**config.mk**
```make
export PLATFORM = sky130hd
export DESIGN_NAME = mult_div_unit_flat
export DESIGN_NICKNAME = d
export VERILOG_FILES = /design/src/rtl/mdu_pkg.sv /design/src/rtl/mdu_if.sv /design/src/rtl/mdu_abs_sign.sv /design/src/rtl/mult_div_unit.sv /design/src/flat_wrapper.sv
export SDC_FILE = /design/constraint.sdc
export NUM_CORES = 1
export LEC_CHECK = 0
export CAP_MARGIN = 20
export CORE_ASPECT_RATIO = 1.4
export CORE_MARGIN = 2
export CORE_UTILIZATION = 42
export DETAILED_ROUTE_END_ITERATION = 8
export PLACE_DENSITY = 0.6
export SLEW_MARGIN = 40
export SYNTH_ARGS = -nofsm -noshare
export SYNTH_HDL_FRONTEND = slang
export SYNTH_SLANG_ARGS = --single-unit
```
**constraint.sdc**
```tcl
create_clock -name clk -period 6.2 [get_ports clk]
set_input_delay 0.93 -clock clk [delete_from_list [all_inputs] [get_ports clk]]
set_output_delay 0.93 -clock clk [all_outputs]
set_load 0.1 [all_outputs]
```
**src/rtl/mdu_pkg.sv**
```systemverilog
// mdu_pkg: shared op/state encodings and sizing for the multiply/divide unit.
package mdu_pkg;
   localparam int MDU_WIDTH = 32;
   localparam int MDU_ITER  = MDU_WIDTH;
   typedef enum logic [1:0] {MDU_MULT = 2'b00, MDU_MULTU = 2'b01, MDU_DIV = 2'b10, MDU_DIVU = 2'b11} mdu_op_e;
   typedef enum logic [1:0] {IDLE, BUSY, DONE} state_e;
endpackage

```
**src/rtl/mdu_if.sv**
```systemverilog
// mdu_if: ALU-side request/response bundle for the multiply/divide unit.
interface mdu_if #(parameter int WIDTH = mdu_pkg::MDU_WIDTH);
   import mdu_pkg::*;
   logic             validIn;
   mdu_op_e          op;
   logic [WIDTH-1:0] SrcA;
   logic [WIDTH-1:0] SrcB;
   logic             mthi_en;
   logic             mtlo_en;
   logic             validOut;
   logic             busy;
   logic             div_by_zero;
   logic [WIDTH-1:0] Hi;
   logic [WIDTH-1:0] Lo;
   modport master (output validIn, op, SrcA, SrcB, mthi_en, mtlo_en,
                   input validOut, busy, div_by_zero, Hi, Lo);
   modport slave  (input validIn, op, SrcA, SrcB, mthi_en, mtlo_en,
                   output validOut, busy, div_by_zero, Hi, Lo);
endinterface

```
**src/rtl/mdu_abs_sign.sv**
```systemverilog
// mdu_abs_sign: two's-complement negation when neg_en is set, or when abs_en is set
// and the input is negative (absolute value; the most negative value maps to itself).
module mdu_abs_sign #(parameter int W = 32) (
   input  logic [W-1:0] a,
   input  logic         abs_en,
   input  logic         neg_en,
   output logic [W-1:0] y
);
   assign y = ((abs_en & a[W-1]) | neg_en) ? -a : a;
endmodule

```
**src/rtl/mult_div_unit.sv**
```systemverilog
// mult_div_unit: iterative MULT/MULTU/DIV/DIVU engine that owns the Hi/Lo registers.
module mult_div_unit
   import mdu_pkg::*;
#(
   parameter int WIDTH = MDU_ITER
) (
   input  logic clk,
   input  logic reset,
   mdu_if.slave bus
);
   localparam int CW = $clog2(WIDTH);
   state_e             state_q, state_d;
   mdu_op_e            op_q, op_d;
   logic [2*WIDTH-1:0] p_q, p_d, step, prod_fix;
   logic [WIDTH-1:0]   b_q, b_d, hi_q, hi_d, lo_q, lo_d, abs_a, abs_b, quo_fix, rem_fix;
   logic [CW-1:0]      cnt_q, cnt_d;
   logic               neg_res_q, neg_res_d, neg_rem_q, neg_rem_d;
   logic               valid_q, valid_d, busy_q, busy_d, dbz_q, dbz_d;
   logic               in_signed;
   logic [WIDTH:0]     sum, rs, diff;
   assign in_signed = !bus.op[0];
   mdu_abs_sign #(.W(WIDTH)) u_abs_a (.a(bus.SrcA), .abs_en(in_signed), .neg_en(1'b0), .y(abs_a));
   mdu_abs_sign #(.W(WIDTH)) u_abs_b (.a(bus.SrcB), .abs_en(in_signed), .neg_en(1'b0), .y(abs_b));
   // p_q is {acc, multiplier} for multiply and {remainder, dividend/quotient} for divide
   assign sum  = {1'b0, p_q[2*WIDTH-1:WIDTH]} + (p_q[0] ? {1'b0, b_q} : '0);
   assign rs   = p_q[2*WIDTH-1:WIDTH-1];
   assign diff = rs - {1'b0, b_q};
   assign step = op_q[1] ? {diff[WIDTH] ? rs[WIDTH-1:0] : diff[WIDTH-1:0], p_q[WIDTH-2:0], !diff[WIDTH]}
                         : {sum, p_q[WIDTH-1:1]};
   mdu_abs_sign #(.W(2*WIDTH)) u_fix_p (.a(step), .abs_en(1'b0), .neg_en(neg_res_q), .y(prod_fix));
   mdu_abs_sign #(.W(WIDTH)) u_fix_q (.a(step[WIDTH-1:0]), .abs_en(1'b0), .neg_en(neg_res_q), .y(quo_fix));
   mdu_abs_sign #(.W(WIDTH)) u_fix_r (.a(step[2*WIDTH-1:WIDTH]), .abs_en(1'b0), .neg_en(neg_rem_q), .y(rem_fix));
   always_comb begin
      state_d   = state_q;
      op_d      = op_q;
      p_d       = p_q;
      b_d       = b_q;
      cnt_d     = cnt_q;
      hi_d      = hi_q;
      lo_d      = lo_q;
      neg_res_d = neg_res_q;
      neg_rem_d = neg_rem_q;
      dbz_d     = 1'b0;
      unique case (state_q)
         IDLE: begin
            if (bus.validIn) begin
               op_d      = bus.op;
               b_d       = abs_b;
               p_d       = {{WIDTH{1'b0}}, abs_a};
               cnt_d     = '0;
               neg_res_d = in_signed & (bus.SrcA[WIDTH-1] ^ bus.SrcB[WIDTH-1]);
               neg_rem_d = in_signed & bus.SrcA[WIDTH-1];
               if (bus.op[1] && bus.SrcB == '0) begin
                  state_d = DONE;
                  hi_d    = bus.SrcA;
                  lo_d    = '1;
                  dbz_d   = 1'b1;
               end else begin
                  state_d = BUSY;
               end
            end else begin
               hi_d = bus.mthi_en ? bus.SrcA : hi_q;
               lo_d = bus.mtlo_en ? bus.SrcB : lo_q;
            end
         end
         BUSY: begin
            p_d   = step;
            cnt_d = cnt_q + 1'b1;
            if (cnt_q == CW'(WIDTH - 1)) begin
               state_d = DONE;
               hi_d    = op_q[1] ? rem_fix : prod_fix[2*WIDTH-1:WIDTH];
               lo_d    = op_q[1] ? quo_fix : prod_fix[WIDTH-1:0];
            end
         end
         default: state_d = IDLE;
      endcase
      valid_d = state_d == DONE;
      busy_d  = state_d != IDLE;
   end
   always_ff @(posedge clk) begin
      if (reset) begin
         state_q   <= IDLE;
         op_q      <= MDU_MULT;
         p_q       <= '0;
         b_q       <= '0;
         cnt_q     <= '0;
         hi_q      <= '0;
         lo_q      <= '0;
         neg_res_q <= 1'b0;
         neg_rem_q <= 1'b0;
         valid_q   <= 1'b0;
         busy_q    <= 1'b0;
         dbz_q     <= 1'b0;
      end else begin
         state_q   <= state_d;
         op_q      <= op_d;
         p_q       <= p_d;
         b_q       <= b_d;
         cnt_q     <= cnt_d;
         hi_q      <= hi_d;
         lo_q      <= lo_d;
         neg_res_q <= neg_res_d;
         neg_rem_q <= neg_rem_d;
         valid_q   <= valid_d;
         busy_q    <= busy_d;
         dbz_q     <= dbz_d;
      end
   end
   assign bus.validOut    = valid_q;
   assign bus.busy        = busy_q;
   assign bus.div_by_zero = dbz_q;
   assign bus.Hi          = hi_q;
   assign bus.Lo          = lo_q;
endmodule

```
**src/flat_wrapper.sv**
```systemverilog
// flat-port wrapper written by rule: the top's interface ports become plain ports
module mult_div_unit_flat import mdu_pkg::*;
#(
   parameter int WIDTH = MDU_ITER
)
  (clk, reset, bus_validIn, bus_op, bus_SrcA, bus_SrcB, bus_mthi_en, bus_mtlo_en, bus_validOut, bus_busy, bus_div_by_zero, bus_Hi, bus_Lo);
  mdu_if #(.WIDTH(WIDTH)) bus_i ();
  input  logic clk;
  input  logic reset;
  input wire logic [$bits(bus_i.validIn)-1:0] bus_validIn;
  input wire logic [$bits(bus_i.op)-1:0] bus_op;
  input wire logic [$bits(bus_i.SrcA)-1:0] bus_SrcA;
  input wire logic [$bits(bus_i.SrcB)-1:0] bus_SrcB;
  input wire logic [$bits(bus_i.mthi_en)-1:0] bus_mthi_en;
  input wire logic [$bits(bus_i.mtlo_en)-1:0] bus_mtlo_en;
  output wire logic [$bits(bus_i.validOut)-1:0] bus_validOut;
  output wire logic [$bits(bus_i.busy)-1:0] bus_busy;
  output wire logic [$bits(bus_i.div_by_zero)-1:0] bus_div_by_zero;
  output wire logic [$bits(bus_i.Hi)-1:0] bus_Hi;
  output wire logic [$bits(bus_i.Lo)-1:0] bus_Lo;
  assign bus_i.validIn = bus_validIn;
  assign bus_i.op = bus_op;
  assign bus_i.SrcA = bus_SrcA;
  assign bus_i.SrcB = bus_SrcB;
  assign bus_i.mthi_en = bus_mthi_en;
  assign bus_i.mtlo_en = bus_mtlo_en;
  assign bus_validOut = bus_i.validOut;
  assign bus_busy = bus_i.busy;
  assign bus_div_by_zero = bus_i.div_by_zero;
  assign bus_Hi = bus_i.Hi;
  assign bus_Lo = bus_i.Lo;
  mult_div_unit #(.WIDTH(WIDTH)) u_core (.clk(clk), .reset(reset), .bus(bus_i));
endmodule
```
* Word level (Yosys, flattened, before mapping) *
Cells that the tools add are included.

cells by class
  add/subtract/negate cells = 8
  eq/ne operators = 8
  multiplexer cells = 29
  bitwise gates (word level) = 6
  reductions and logical operators = 12

operator list
  kind                                                  count
  two-way mux 32 bit                                    16
  two-way mux 64 bit                                    3
  negator 32 bit                                        4
  one-hot mux 32 bit (2 select lines)                   2
  one-hot mux 64 bit (2 select lines)                   1
  negator 64 bit                                        1
  adder 32 x 33 -> 33 bit                               1
  subtractor 33 x 32 -> 33 bit                          1
  logical NOT 32 bit                                    1
  one-hot mux 5 bit (2 select lines)                    1
  AND reduction 4 bit                                   2
  two-way mux 2 bit                                     3
  != test 3 bit (second input constant)                 2
  adder 5 x 1 -> 5 bit (second input constant)          1
  equality test 5 bit (second input constant)           1
  two-way mux 5 bit                                     1
  one-hot mux 2 bit (2 select lines)                    1
  AND reduction 2 bit                                   2
  nonzero test 2 bit                                    2
  bitwise AND 1 bit                                     3
  != test 3 x 2 -> 1 bit (second input constant)        1
  OR reduction 3 bit                                    1
  equality test 2 x 1 -> 1 bit (second input constant)  1
  equality test 2 bit (second input constant)           1
  8 further kinds                                       10

storage, ports and cells
  register bits after elaboration = 174
  input bits = 71
  output and inout bits = 67
  logic and storage cells = 75

* Depth between registers and ports, before layout *
  word-level depth = 8
  gate-level depth with buffers = 20

* By module *
From an unflattened synthesis, not the netlist that was laid out.

second synthesis, totals
  cells, all modules = 2311
  area, all modules = 16922.5 um^2

modules (own cells, without submodules)
  module                              times used  cells an instance  area an instance (um^2)  sequential area each (um^2)
  mult_div_unit                       1           1643               12488.2                  3463.3
  mdu_abs_sign at u_core.u_abs_a ...  4           107                700.7                    0.0
  mdu_abs_sign at u_core.u_fix_p      1           240                1631.6                   0.0

* Worst setup path before layout *
OpenSTA, ideal clock, no wires.

  kind = register -> register
  from = reg u_core.p_q[31]
  to = reg u_core.hi_q[26], in the netlist u_core.bus.Hi[26]
  arrival = 4.421 ns
  required time = 6.086 ns
  setup slack = 1.665 ns
  stages on the path, launching flop included = 20
  buffers on the path = 0
  cell sequence = dfxtp_1 inv_1 ha_1 fa_1 nand2b_1 a21oi_1 o211ai_2 a21bo_2 a21oi_4 nor2_2 a21oi_1 ha_1 nand3_1 nand3b_1 o31a_1 nor2_1 a22oi_1 o41ai_1 xor2_1 a2111oi_0

between the ends
  cells in the longest elaborated chain, start to end = 8
  elaborated cells between the ends (all ways) = 11
  classes of those cells = 3 x add/sub; 7 x mux; 1 x reduce/logical

RTL lines
  element                                                          line                  source
  start: declaration                                               mult_div_unit.sv:14   logic [2*WIDTH-1:0] p_q, p_d, step, prod_fix;
  start signal: assignment                                         mult_div_unit.sv:97   p_q <= p_d;
  subtractor 33 x 32 -> 33 bit                                     mult_div_unit.sv:27   assign diff = rs - {1'b0, b_q};
  two-way mux 32 bit / logical NOT 1 bit (equally long branches)   mult_div_unit.sv:28   assign step = op_q[1] ? {diff[WIDTH] ? rs[WIDTH-1:0] : diff[WIDTH-1:0], p_q[WIDTH-2:0], !diff[WIDTH]}
  two-way mux 64 bit (*)                                           mult_div_unit.sv:28
  negator 64 bit / negator 32 bit (equally long branches)          mdu_abs_sign.sv:9     assign y = ((abs_en & a[W-1]) | neg_en) ? -a : a;
  two-way mux 64 bit / two-way mux 32 bit (equally long branches)  mdu_abs_sign.sv:9
  two-way mux 32 bit (*)                                           mult_div_unit.sv:71   hi_d = op_q[1] ? rem_fix : prod_fix[2*WIDTH-1:WIDTH];
  two-way mux 32 bit (*)                                           mult_div_unit.sv:69   if (cnt_q == CW'(WIDTH - 1)) begin
  one-hot mux 32 bit (2 select lines) (*)                          mult_div_unit.sv:44   unique case (state_q)
  end signal: assignment                                           mult_div_unit.sv:100  hi_q <= hi_d;
  end: declaration                                                 mult_div_unit.sv:15   logic [WIDTH-1:0] b_q, b_d, hi_q, hi_d, lo_q, lo_d, abs_a, abs_b, quo_fix, rem_fix;

Mark *: on every way between the ends. The rest lies on a longest branch, timed or not. The select of a mux whose other input is x is not followed.
A chain may end at the register's enable or synchronous reset.

* Worst setup path after layout *
Ends and elaborated chain as after synthesis.

==> results.py <==
metrics = {
    "run_status": {
        "run_status": "finished, final reports clean",
    },
    "setup_path": {
        "path_cells": "inv_1 > ha_1 > fa_1 > nand2b_1 > a21oi_1 > o211ai_2 > a21bo_2 > a21oi_4 > nor2_2 > a21oi_1 > ha_1 > nand3_1 > nand3b_1 > o31a_1 > nor2_1 > a22oi_1 > o41ai_1 > xor2_1 > a2111oi_0",
        "cp_slowest_cell": "a21oi_4",
        "rr_worst_depth": 19,
        "crit_path_end_kind": "flip-flop",
        "r2r-end": "u_core.bus.Hi[26]$_SDFFE_PP0P_",
        "max_stage_delay_ns": 0.47,
        "r2r_setup_slack_ns": 0.71,
        "worst_ep_arrival_time_ns": 5.83,
        "critical_path.startpoint_type": "flip-flop",
        "crit_type": "flip-flop to flip-flop",
        "critPathMaxFanout": 18,
        "crit-reg2reg-launch": "u_core.p_q[31]$_SDFFE_PP0P_",
        "crit_required_ns": 6.54,
    },
    "global_route": {
        "grt_max_degree": 114,
        "grt_first_pass_wirelength_um": 97500,
        "antenna_found_initial": 0,
        "grt.total_usage_pct": 34.2,
        "grt_overflow": 0,
        "grt_pass1_vias": 16000,
    },
    "synthesis": {
        "synth-compound-area-share_pct": 30.7,
        "synth_top_family_by_area": "compound AO/OA/AOI/OAI gates",
        "synth_edf_count": 0,
        "ys.flop_type": "dfxtp_1",
        "muxShareOfSynthArea_pct": 2.55,
        "synth_xor_area_share_pct": 9.18,
        "synthesis.area_mm2": 0.0152,
        "syn_nets": 2223,
        "yosys.area_share.simple_pct": 23.6,
        "synth_fa_ha_area_share_pct": 6.04,
        "synthArstFlopShare_pct": 0,
        "ys_seq_elements": 173,
        "syn_inst": 2080,
        "ys_warn_count": 0,
        "yosysUniqueCellTypes": 96,
        "syn_avg_cell_area_um2": 7.29,
        "synth_seq_area_share_pct": 22.8,
    },
    "clock_network": {
        "root_buffer": "clkbuf_16",
        "clk_latency_ns": 0.46,
        "cts_buffers": 17,
        "cts_setup_buffers": 0,
        "clockBufferDepth": 2,
        "cts.repair.resized": 0,
        "path_clk_slew_ns": 0.08,
        "cts_tree": "done",
        "clock-sinks": 173,
        "htreeDepth": 4,
        "postCtsHoldBufs": 0,
    },
    "floorplanning": {
        "fp.dieArea_mm2": 0.0377,
        "design.core.area_mm2": 0.0357,
        "pin_count": 138,
        "die_h_um": 229,
        "initial_utilization_pct": 42.5,
        "row_count": 82,
        "fp.dieW_um": 165,
    },
    "placement": {
        "dp.cells": 2589,
        "portBuffers": 137,
        "dp_hpwl_um": 50200,
        "gp_congestion": 0.995,
        "dpl_worst_slack_ns": 0.792,
    },
    "hold_path": {
        "whs_endpoint": "u_core.bus.Hi[10]$_SDFFE_PP0P_",
        "hold_path.class": "flip-flop to flip-flop",
        "hp-start": "u_core.bus.Hi[10]$_SDFFE_PP0P_",
        "whs_path_depth": 2,
    },
    "layout": {
        "final_nets": 2289,
        "antenna_cells": 0,
        "drive_above_1_share_pct": 10.4,
        "finalNonFillerCells": 2621,
        "syn_to_final_growth_pct": 14.0,
        "fin_util_pct": 48.4,
        "fillers": 3762,
    },
    "sta": {
        "skew_ns": 0.0125,
        "finalCritPeriodShare_pct": 88.6,
        "drv_slew": 0,
        "timing.hold.ws_ns": 0.454,
        "hold_violations": 0,
        "grt_setup_unrepaired": "false",
        "max_slew_margin_pct": 40.5,
        "period_needed_ns": 5.49,
        "setup_tns_ns": 0,
        "worst_pin_slew_ns": 0.886,
        "setup_viol": 0,
        "fmax_ghz": 0.182,
        "worst_slack_ns": 0.710,
    },
    "route": {
        "drc": 0,
        "first_pass_iters": 7,
        "drt.antenna.violating_nets": 0,
        "viasPerCell": 6.31,
        "wl_per_cell_um": 24.7,
        "first_iter_violations": 1314,
        "drt_wl_total_um": 64700,
        "via_count": 16500,
    },
    "power_and_ir_drop": {
        "ir_drop_mv": 0.191,
        "power.density_mw_per_mm2": 239,
        "p_leak_uw": 0.00672,
    },
    "flow_run": {
        "cap_violations": 0,
    },
}
==> per-layer routing <==
layer	global-route usage, %	vias to the layer above	wire length [µm]
met3	4.52	186	3540
met4	23.0	0	5080
met5	0	-	0
li1	-	7776	-
met2	58.8	654	31700
met1	39.0	7920	24400
==> sequential cells by signal, summed over array words and instances (netlist names) <==
register / flops
u_core.b_q: 32
u_core.bus.Hi: 32
u_core.bus.Lo: 32
u_core.bus.busy: 1
u_core.bus.div_by_zero: 1
u_core.bus.validOut: 1
u_core.cnt_q: 5
u_core.neg_rem_q: 1
u_core.neg_res_q: 1
u_core.op_q: 1
u_core.p_q: 64
u_core.state_q: 2
==> placed cells by master (no fill, tap or decap), drive strengths merged, types with 21 or more instances in the layout <==
cell type      Yosys  routed
nor2             237     237
nand2            219     219
a21oi            179     179
dfxtp            173     173
o21ai            130     130
buf               38     114
xnor2             87      87
nor3              75      75
xor2              72      72
ha                70      70
clkdlybuf4s50      0      69
inv               58      65
a211oi            54      54
and2              45      45
nand3             37      37
o31ai             34      34
o211ai            32      32
a22oi             31      31
a31oi             28      28
a21o              26      26
a221oi            25      25
or3               22      22
nand4             21      21
mux2              21      21
o311ai            21      21
==> worst max-delay path: cells and delay by family, from the launching register on <==
kind,cells,cell delay [ns]
simple gates,5,1.12
flops,1,0.31
xor+xnor,1,0.11
buf+inv,1,0.07
compound gates,9,2.89
fa+ha+maj,3,0.85
==> Yosys cell counts, types with 14 or more instances <==
cell type | count | share of area (%)
a211oi_1 | 53 | 2.6
a21o_1 | 26 | 1.3
a21oi_1 | 177 | 5.8
a221oi_1 | 24 | 1.4
a22oi_1 | 31 | 1.5
a31oi_1 | 28 | 1.2
and2_1 | 45 | 1.9
buf_1 | 15 | 0.37
buf_2 | 20 | 0.66
clkbuf_1 | 97 | 2.4
dfxtp_1 | 173 | 23
ha_1 | 70 | 5.8
inv_1 | 57 | 1.4
mux2_2 | 21 | 1.6
mux2i_1 | 15 | 0.99
nand2_1 | 219 | 5.4
nand2b_1 | 19 | 0.78
nand3_1 | 34 | 1.1
nand4_1 | 21 | 0.87
nor2_1 | 236 | 5.8
nor3_1 | 74 | 2.4
o211ai_1 | 31 | 1.5
o21a_1 | 14 | 0.69
o21ai_0 | 103 | 3.4
o21ai_1 | 25 | 0.83
o311ai_0 | 21 | 1.2
o31ai_1 | 30 | 1.5
or3_1 | 21 | 0.87
xnor2_1 | 87 | 5.0
xor2_1 | 72 | 4.2
==> area by class of cell <==
cell class / count / area [µm²] / area share, %
Clock inverter: 14 / 191 / 1.11
Tap cell: 462 / 578 / 3.34
Multi-Input combinational cell: 1713 / 11000 / 63.6
Timing Repair Buffer: 183 / 1390 / 8.05
Inverter: 58 / 218 / 1.26
Clock buffer: 18 / 439 / 2.54
Sequential cell: 173 / 3470 / 20.1
==> worst max-delay path by stage <==
stage	from	end	slack, ns	cells past startpoint
after floorplan	u_core.p_q[31]$_SDFFE_PP0P_	u_core.bus.Hi[26]$_SDFFE_PP0P_	1.66	19
after global placement	u_core.p_q[31]$_SDFFE_PP0P_	u_core.bus.Hi[26]$_SDFFE_PP0P_	0.98	19
after detailed placement	u_core.p_q[31]$_SDFFE_PP0P_	u_core.bus.Hi[26]$_SDFFE_PP0P_	0.79	19
after CTS	u_core.p_q[31]$_SDFFE_PP0P_	u_core.bus.Hi[26]$_SDFFE_PP0P_	0.75	19
after global routing	u_core.p_q[31]$_SDFFE_PP0P_	u_core.bus.Hi[26]$_SDFFE_PP0P_	0.29	19
final	u_core.p_q[31]$_SDFFE_PP0P_	u_core.bus.Hi[26]$_SDFFE_PP0P_	0.71	19
==> power by group <==
group / switching (µW) / internal [µW]
Sequential: 81.6 / 1200
Clock: 555 / 629
Combinational: 1180 / 484
Total: 1810 / 2310
==> kinds of logic after synthesis <==
logic type	after synthesis
simple gates	757
compound gates	689
buf+inv	194
flops	173
xor+xnor	159
fa+ha+maj	72
mux	36
==> per-stage QoR <==
stage                     power [µW]  area [µm²]
after floorplan                 2440       15200
after global placement          2980       17000
after detailed placement        2940       16600
after CTS                       4120       17300
after global routing            4290       17300
final                           4130       17300
(Power assumes the default switching activity.)
==> RTL edit (same flow settings) <==
The 3 states of `state_e` get a one-hot encoding in 3 bits.
--- a/src/rtl/mdu_pkg.sv
+++ b/src/rtl/mdu_pkg.sv
@@ -5,3 +5,3 @@
    typedef enum logic [1:0] {MDU_MULT = 2'b00, MDU_MULTU = 2'b01, MDU_DIV = 2'b10, MDU_DIVU = 2'b11} mdu_op_e;
-   typedef enum logic [1:0] {IDLE, BUSY, DONE} state_e;
+   typedef enum logic [2:0] {IDLE = 3'b001, BUSY = 3'b010, DONE = 3'b100} state_e;
 endpackage
Check against the original RTL: same outputs for any inputs over 4 cycles, from zero or initial values and one cycle with reset high; so few cycles prove little.
==> RTL edit against the original RTL <==
Count of clock-buffer cells in the layout fell by 1; area after synthesis down 0.69%; hold slack improved by 1.6 ps; design area decreased by 1.1%; critical path depth is 1 higher; total power grew 1.8%; sequential cell count increased by 1; sequential power rose by 4%; via count is 2.9% lower; worst setup slack lost 280 ps; routed wire length down 4.9%; highest routed layer is now met5.
==> RTL edit: results (changes against the original RTL) <==
[run_status]
status=finished, final reports clean

[drt]
wl_met1_um=23600  ; -3.2%
drt_iter0_drc=1389  ; +5.7%
via_count=16049  ; -2.9%
wl_met2_um=30300  ; -4.4%
drtPass1Iterations=8  ; +1
wl_met3_um=3010  ; -15%
avgRoutedWirePerCell_um=23.6  ; -4.4%
vias_per_cell=6.16  ; -2.4%
top_layer_used=met5

[grt]
grt_max_degree=96  ; -16%
grt_pass1_vias=15460  ; -3.5%
gr-total-overflow=0  ; unchanged
grt_pass1_wl_um=92400  ; -5.2%
grt_util_all_layers_pct=32.5  ; -1.7 points
antenna_found_initial=2  ; +2

[setup_path]
cpPeakStageDelay_ps=730  ; +260 ps
cp_top_family=compound AO/OA/AOI/OAI gates
critPathArrivalTime_ps=6160  ; +330 ps
crit_slowest_cell=or3_1
critPathMaxFanout=17  ; -1

[yosys]
synth_commonest_cells=266 x nor2_1, 230 x nand2_1, 199 x a21oi_1
netlist-cell-type-count=97  ; +1.0%
yosys-top-cells-area=dfxtp_1 23%, nor2_1 6.6%, a21oi_1 6.6%, ha_1 5.8%, nand2_1 5.7%
synth_fp_nets=2197  ; -1.2%
avgSynthCellArea_um2=7.33  ; +0.56%
yosysSeqAreaShare_pct=23.1  ; +0.29 points
synthArstFlopShare_pct=0  ; unchanged

[power_and_ir_drop]
switching_share_pct=46.4  ; +2.4 points
peakVddDrop_v=0.000159  ; -17%
p_leak_nw=6.58  ; -2.1%

[sta]
finClkSkew_ps=13.1  ; +0.607 ps
tightestPinTransition_ps=904  ; +18.0 ps
finalMaxSlewViolations=0  ; unchanged

[cells_and_area]
largest_reg_flops=64  ; unchanged
fin_nets=2274  ; -0.66%
regMostFlops=u_core.p_q
drive_above_1_share_pct=11.1  ; +0.73 points
n_fill_cell=3658  ; -2.8%
antenna_cells=0  ; unchanged

[cts]
htree_levels=4  ; unchanged
clock-root-buffer=clkbuf_16
cts_buffers=17  ; unchanged
clk_latency_ps=480  ; +20 ps
cts_buffer_depth=2  ; unchanged

[placement]
portBuffers=137  ; unchanged
dp_cells=2574  ; -0.58%
dpl.hpwl_um=47700  ; -5.0%
dpl_worst_slack_ps=486  ; -306 ps
gp_congestion=0.981  ; -1.4%

[hold_path]
hold_path.class=reg -> reg

RTL edit: cell count changes after synthesis, moves of 18 or more:
cell	unedited run	this run
mux2i_1	15	33
o311ai_0	21	3
a221oi_1	24	6
a21oi_1	177	199
nor3_1	74	48
nor2_1	236	266
o311ai_1	0	18
RTL edit: worst reg2reg max path: stages (launching register included):
cell and delay, ps:
dfxtp_1 370, inv_1 70, ha_1 200, fa_1 410, nand2b_1 190, a21oi_1 310
o211ai_1 200, a21oi_2 540, or3_1 730, nand3_2 230, a31oi_4 310, ha_1 270
inv_1 80, a211oi_2 340, nand4_1 270, nor4_1 260, buf_4 190, a21oi_1 60
o21ai_0 280, xor2_1 130, a211oi_1 240
RTL edit: per-layer routing:
| metal | track usage (%) | vias to the layer above |
|---|---|---|
| met3 | 4.85 | 195 |
| met5 | 0 | - |
| met2 | 55.6 | 567 |
| met1 | 37.2 | 7703 |
| li1 | - | 7580 |
| met4 | 21.1 | 4 |
RTL edit: metrics by stage:
step	instance area [um2]	total power [mW]	hold slack (ps)	util, %
floorplan	15100	2.58	440	-
finish	17100	4.20	456	48.0
detailed placement	16500	3.06	447	46.3
CTS	17100	4.20	459	48.0
global placement	16800	3.11	448	47.2
global route	17100	4.36	475	48.0
RTL edit: cells by family after synthesis:
logic type,share of synthesized area [%]
muxes,3.46
AOI/OAI and AO/OA,28.6
buffers and inverters,5.62
xor gates and xnor gates,9.42
adders and majority gates,6.08
DFF,23.1
and+or+nand+nor,23.7
RTL edit: cell type report:
cell class	count	area (um2)	share of cell area [%]
multi-input cells	1685	10800	63.0
flip-flops and latches	174	3490	20.4
repair buffers	191	1440	8.44
well taps	462	578	3.38
clock buffers	17	425	2.49
inverters	62	233	1.36
clock inverters	15	164	0.959
RTL edit: power by group through the flow:
stage                     clock (mW)  combinational, mW  sequential, mW
after global placement             0               1.76            1.35
final                           1.14               1.73            1.33
after global routing            1.19               1.83            1.34
after detailed placement           0               1.71            1.35
after floorplan                    0              0.839            1.74
after CTS                       1.15               1.71            1.33
RTL edit: what timing repair did:
action / CTS / global route
resized for setup: 0 / 1
setup endpoints to repair: 0 / 2
hold buffers: 0 / 0
endpoints found under the hold margin: 0 / 0
RTL edit: path summary, 6_finish.rpt:
path / from / end / slack [ps] / cells past startpoint
setup / recovery: u_core.p_q[31]$_SDFFE_PP0P_ / u_core.bus.Hi[30]$_SDFFE_PP0P_ / 430 / 20
setup reg to reg: u_core.p_q[31]$_SDFFE_PP0P_ / u_core.bus.Hi[30]$_SDFFE_PP0P_ / 430 / 20
hold / removal: u_core.bus.Lo[24]$_SDFFE_PP0P_ / u_core.bus.Lo[24]$_SDFFE_PP0P_ / 460 / 2
hold reg to reg: u_core.bus.Lo[24]$_SDFFE_PP0P_ / u_core.bus.Lo[24]$_SDFFE_PP0P_ / 460 / 2
